===== config.mk =====
export PLATFORM = sky130hd
export DESIGN_NAME = sipo_word_deser
export DESIGN_NICKNAME = d
export VERILOG_FILES = /design/src/rtl/sipo_deser_pkg.sv /design/src/rtl/sipo_word_deser.sv
export SDC_FILE = /design/constraint.sdc
export NUM_CORES = 1
export LEC_CHECK = 0
export ABC_CLOCK_PERIOD_IN_PS = 2250
export CAP_MARGIN = 30
export CELL_PAD_IN_SITES_DETAIL_PLACEMENT = 2
export CELL_PAD_IN_SITES_GLOBAL_PLACEMENT = 2
export CORE_MARGIN = 2
export CORE_UTILIZATION = 37
export CTS_CLUSTER_DIAMETER = 120
export DETAILED_ROUTE_END_ITERATION = 10
export HOLD_SLACK_MARGIN = 0.02
export PLACE_DENSITY_LB_ADDON = 0.3
export SYNTH_ARGS = -nofsm -noshare
export SYNTH_HDL_FRONTEND = slang
export SYNTH_SLANG_ARGS = --single-unit

===== constraint.sdc =====
create_clock -name clk -period 2.25 [get_ports clk]
set_input_delay 0.45 -clock clk [delete_from_list [all_inputs] [get_ports clk]]
set_output_delay 0.45 -clock clk [all_outputs]
set_load 0.02 [all_outputs]

===== src/rtl/sipo_deser_pkg.sv =====
// sipo_deser_pkg: FSM encoding and counter sizing shared by the serial word deserializer.
package sipo_deser_pkg;
  localparam logic [0:0] ST_IDLE  = 1'b0;
  localparam logic [0:0] ST_SHIFT = 1'b1;
  function automatic int cnt_w(input int n);
    return $clog2(n);
  endfunction
endpackage


===== src/rtl/sipo_word_deser.sv =====
// sipo_word_deser: assembles sof-framed serial bits into BITWIDTH-bit words.
module sipo_word_deser
  import sipo_deser_pkg::*;
#(
  parameter int BITWIDTH  = 16,
  parameter bit MSB_FIRST = 1'b1
) (
  input  logic                clk,
  input  logic                rst_n,
  input  logic                bit_valid,
  input  logic                bit_in,
  input  logic                sof,
  output logic [BITWIDTH-1:0] word,
  output logic                word_valid,
  output logic                busy,
  output logic                frame_err
);
  localparam int CW = cnt_w(BITWIDTH);
  localparam logic [CW-1:0] LAST = CW'(BITWIDTH - 1);
  logic [0:0]          state_q, state_d;
  logic [CW-1:0]       cnt_q, cnt_d;
  logic [BITWIDTH-1:0] sr_q, sr_d, word_q, word_d, ins;
  logic                wv_q, wv_d, err_q, err_d, take;
  // Stale bits left by an aborted frame are pushed out by the next full word.
  assign ins  = MSB_FIRST ? {sr_q[BITWIDTH-2:0], bit_in} : {bit_in, sr_q[BITWIDTH-1:1]};
  assign take = bit_valid && (sof || state_q == ST_SHIFT);
  always_comb begin
    state_d = state_q;
    cnt_d   = cnt_q;
    sr_d    = sr_q;
    word_d  = word_q;
    wv_d    = 1'b0;
    err_d   = 1'b0;
    if (take) begin
      sr_d  = ins;
      err_d = sof && state_q == ST_SHIFT;
      if (sof) begin
        cnt_d   = CW'(1);
        state_d = ST_SHIFT;
      end else if (cnt_q == LAST) begin
        cnt_d   = '0;
        state_d = ST_IDLE;
        word_d  = ins;
        wv_d    = 1'b1;
      end else begin
        cnt_d = cnt_q + CW'(1);
      end
    end
  end
  always_ff @(posedge clk or negedge rst_n)
    if (!rst_n) begin
      state_q <= ST_IDLE;
      cnt_q   <= '0;
      sr_q    <= '0;
      word_q  <= '0;
      wv_q    <= 1'b0;
      err_q   <= 1'b0;
    end else begin
      state_q <= state_d;
      cnt_q   <= cnt_d;
      sr_q    <= sr_d;
      word_q  <= word_d;
      wv_q    <= wv_d;
      err_q   <= err_d;
    end
  assign word       = word_q;
  assign word_valid = wv_q;
  assign busy       = state_q == ST_SHIFT;
  assign frame_err  = err_q;
endmodule

### Word level (Yosys, flattened, before mapping)

Index checks and enable logic that the tools add are counted.

| word-level totals | value |
|---|---|
| bits in registers | 38 |
| logic and storage cells | 23 |

| cells by class | value |
|---|---|
| $add $sub $neg | 1 |
| equality and inequality tests | 1 |
| multiplexer cells | 8 |
| bitwise logic cells | 1 |
| reduce and logical (&&, ||, !) cells | 6 |

Operators with widths:

| cell | count |
|---|---|
| $mux 4 | 2 |
| $mux 1 | 6 |
| $add 4x1->4 const B | 1 |
| $eq 4x4->1 const B | 1 |
| $reduce_and 3->1 | 1 |
| $logic_and 1x1->1 | 2 |
| $reduce_and 2->1 | 1 |
| $reduce_bool 2->1 | 1 |
| $logic_or 1x1->1 | 1 |
| $not 1->1 | 1 |

### Longest topological paths before layout

| logic depth | value |
|---|---|
| depth after elaboration | 4 |
| depth in mapped cells | 5 |

### Least setup slack after synthesis

OpenSTA, ideal clock, no wires.

| timing | value |
|---|---|
| kind | reg-to-reg |
| start point | register state_q, in the netlist busy |
| end point | register word_q[10], in the netlist word[10] |
| data arrival time | 1.528 ns |
| required time | 2.125 ns |
| setup slack | 0.597 ns |
| stages on the path, launching flop included | 6 |
| path buffers | 2 |
| path through | dfrtp_1 -> buf_6 -> nand2_2 -> nor3_4 -> buf_12 -> mux2_4 |

| between the ends | value |
|---|---|
| cells in the longest elaborated chain, start to end | 3 |

Ends and longest elaborated chain:

| element | RTL line | text |
|---|---|---|
| start, declared | sipo_word_deser.sv:20 | `logic [0:0] state_q, state_d;` |
| start signal, assigned | sipo_word_deser.sv:59 | `state_q <= state_d;` |
| $logic_or 1x1->1 | sipo_word_deser.sv:26 | `assign take = bit_valid && (sof \|\| state_q == ST_SHIFT);` |
| $logic_and 1x1->1 | sipo_word_deser.sv:26 |  |
| $reduce_and 3->1 (no line) | -- |  |
| end signal, assigned | sipo_word_deser.sv:62 | `word_q <= word_d;` |
| end, declared | sipo_word_deser.sv:22 | `logic [BITWIDTH-1:0] sr_q, sr_d, word_q, word_d, ins;` |

Every way passes these cells.
A chain may end at the register's enable or synchronous reset.

### Final worst setup path

| timing | value |
|---|---|
| start point | register state_q, in the netlist busy |
| end point | output port busy |

RTL lines:

| element | RTL line | text |
|---|---|---|
| end, declared | sipo_word_deser.sv:15 | `output logic busy,` |

No word-level cell between the ends.

==> metrics.txt <==
status complete, no violations; Clock Pin Slew Worst Setup and Hold Paths 0.07 ns; pre-CTS setup slack 0.287 ns; total gr overflow 0; slowest CP cell clkdlybuf4s50_1; H-Tree Depth 2; Die ar. 4780 um2; drt pass-1 iters 2; dominant cell type by area after synthesis dfrtp_1; # DRC 0; Die Y-Extent 69.1 um; Synth Instances 102; via count 925; Worst Hold Class primary input to asynchronous set/reset pin; Post-DRT Antenna Nets 0; Finish-stage setup viols 0; Worst Path Buf+Inv 1; initial drt markers 65; worst path required time 1.80 ns; crit path cell chain clkdlybuf4s50_1; setup tns final 0 ns; delay-heaviest family, CP buffers and inverters; CTS Buf Count 5; Syn Area/Cell 15.4 um2; clock skew 0.00645 ns; flops & latches, synth 38; syn_nets 108; Longest Clk Path Bufs 2; pin count of the biggest net entering global routing 39; clock period minus worst slack 2.02 ns; I/O pins 24; RSZ-0062 raised after global routing false; period utilization 0.897; clk root buf clkbuf_8; fraction of layout cells with a size suffix above 1 0.371; Routed WL 3150 um; DP Wirelength 2030 um; Max Freq 496 MHz; Critical Path Fanout Max 11; vias in the first global route 1080; startpoint types flip-flop; Max-Cap Viols 0; Fin. Hold Viols 0; Final Worst Setup Slack 0.232 ns; vias per std cell 5.08; total track usage 0.151; number of port buffers 23; maximum VDD drop 0.450 mV; Core Box Area 4030 um2; Slew headroom 0.427; yosys warns 0; critical path arrival 1.57 ns; Area growth syn-to-layout 27.0%; CTS sink cnt 38; first-pass GRT wire length 5500 um; Post-CTS Setup Bufs 0; Fillers 391; wire per inst 17.3 um; Critical Path Max Stage Delay 0.69 ns; Placed Cells 174; TritonCTS clock tree yes; synth top area cells dfrtp_1 (61%), mux2_2 (16%), mux2_4 (7.6%); initial antenna violation count 0; commonest non-fill, non-tap cell in the layout dfrtp_1; clk_lat worst skew 0.29 ns; Slew Viols, Final 0; R2R Setup Slk 0.53 ns; final std cells w/o fill 182; LEAKAGE 0.880 nW; Cell Rows 23; Synth cell types 30; share of Yosys cell area claimed by the top area cell type 0.606; Fin Hold WS 0.264 ns; critical path depth 1; RD Place Congestion 0.681; Die W 69.1 um; cells on worst reg2reg path 5; Pwr Density 1110 nW/um2; most frequent cells in the layout dfrtp_1 (38), mux2_2 (23), clkdlybuf4s50_1 (22); CTS resizes 0; Final Net Count 137; Setup crit end kind primary output; Slew @ Worst Pin 0.860 ns; post-synth design cell area 1570 um2; Hold-fix buffers, CTS 0; register area share after synthesis 0.606; ANT cells 0; WS Path Type flip-flop to primary output; Initial Utilization 0.390
## worst paths after layout
path	from	endpoint
worst min register to register	word[2]$_DFFE_PN0P_	word[2]$_DFFE_PN0P_
worst min-delay path	rst_n	cnt_q[3]$_DFFE_PN0P_
min in group clk	word[2]$_DFFE_PN0P_	word[2]$_DFFE_PN0P_
max in group asynchronous	rst_n	cnt_q[1]$_DFFE_PN0P_
worst max register to register	cnt_q[0]$_DFFE_PN0P_	word[13]$_DFFE_PN0P_
worst max-delay path	busy$_DFFE_PN0P_	busy
## metrics by stage
step                total power, mW  utilization  instance area, um2
floorplan                      1.30            -                1570
global placement               1.47        0.460                1850
detailed placement             1.52        0.460                1850
CTS                            2.25        0.495                1990
global route                   2.35        0.495                1990
finish                         2.22        0.495                1990
## cells in the mapped netlist, drive strengths merged
cell type  count
nor2           1
mux2          31
clkbuf         1
and3           1
a21oi          2
o21a           1
o32a           1
a22o           1
o21ai          3
buf            4
ha             1
a211oi         1
nand3          2
nand4          1
nand2          3
inv            3
and4b          1
o22ai          2
dfrtp         38
nand4b         1
nor2b          1
nor3           2
## area by class of cell
| class | instances | area [um2] | area share |
|---|---|---|---|
| multi-input combinational | 56 | 559 | 0.280 |
| clock buffer | 6 | 82.6 | 0.0414 |
| clock inverter | 2 | 60.1 | 0.0301 |
| timing repair buffer | 27 | 268 | 0.134 |
| tap | 50 | 62.6 | 0.0314 |
| inverter | 3 | 11.3 | 0.00565 |
| sequential | 38 | 951 | 0.477 |
## routing by layer
layer	vias up	global-route usage	share of wire
met3	6	0.0424	0.043
met5	-	0	0
li1	425	-	-
met2	21	0.233	0.49
met1	473	0.195	0.45
met4	0	0.0784	0.019
## flip-flops by register name, summed over array words and instances (netlist names)
| name | cells |
|---|---|
| word_valid | 1 |
| cnt_q | 4 |
| frame_err | 1 |
| busy | 1 |
| word | 16 |
| sr_q | 15 |
## report_power, final
group          switching (mW)  total [mW]  internal (mW)
Combinational           0.198       0.472          0.273
Sequential              0.162        1.03          0.870
Clock                   0.239       0.712          0.473
## logic make-up after synthesis
group | Yosys count | share of synthesized area
buf+inv | 8 | 0.0382
simple gates | 13 | 0.0590
fa+ha+maj | 1 | 0.00797
compound gates | 11 | 0.0478
mux | 31 | 0.241
flops | 38 | 0.606
Power figures use the tool's default switching activity.
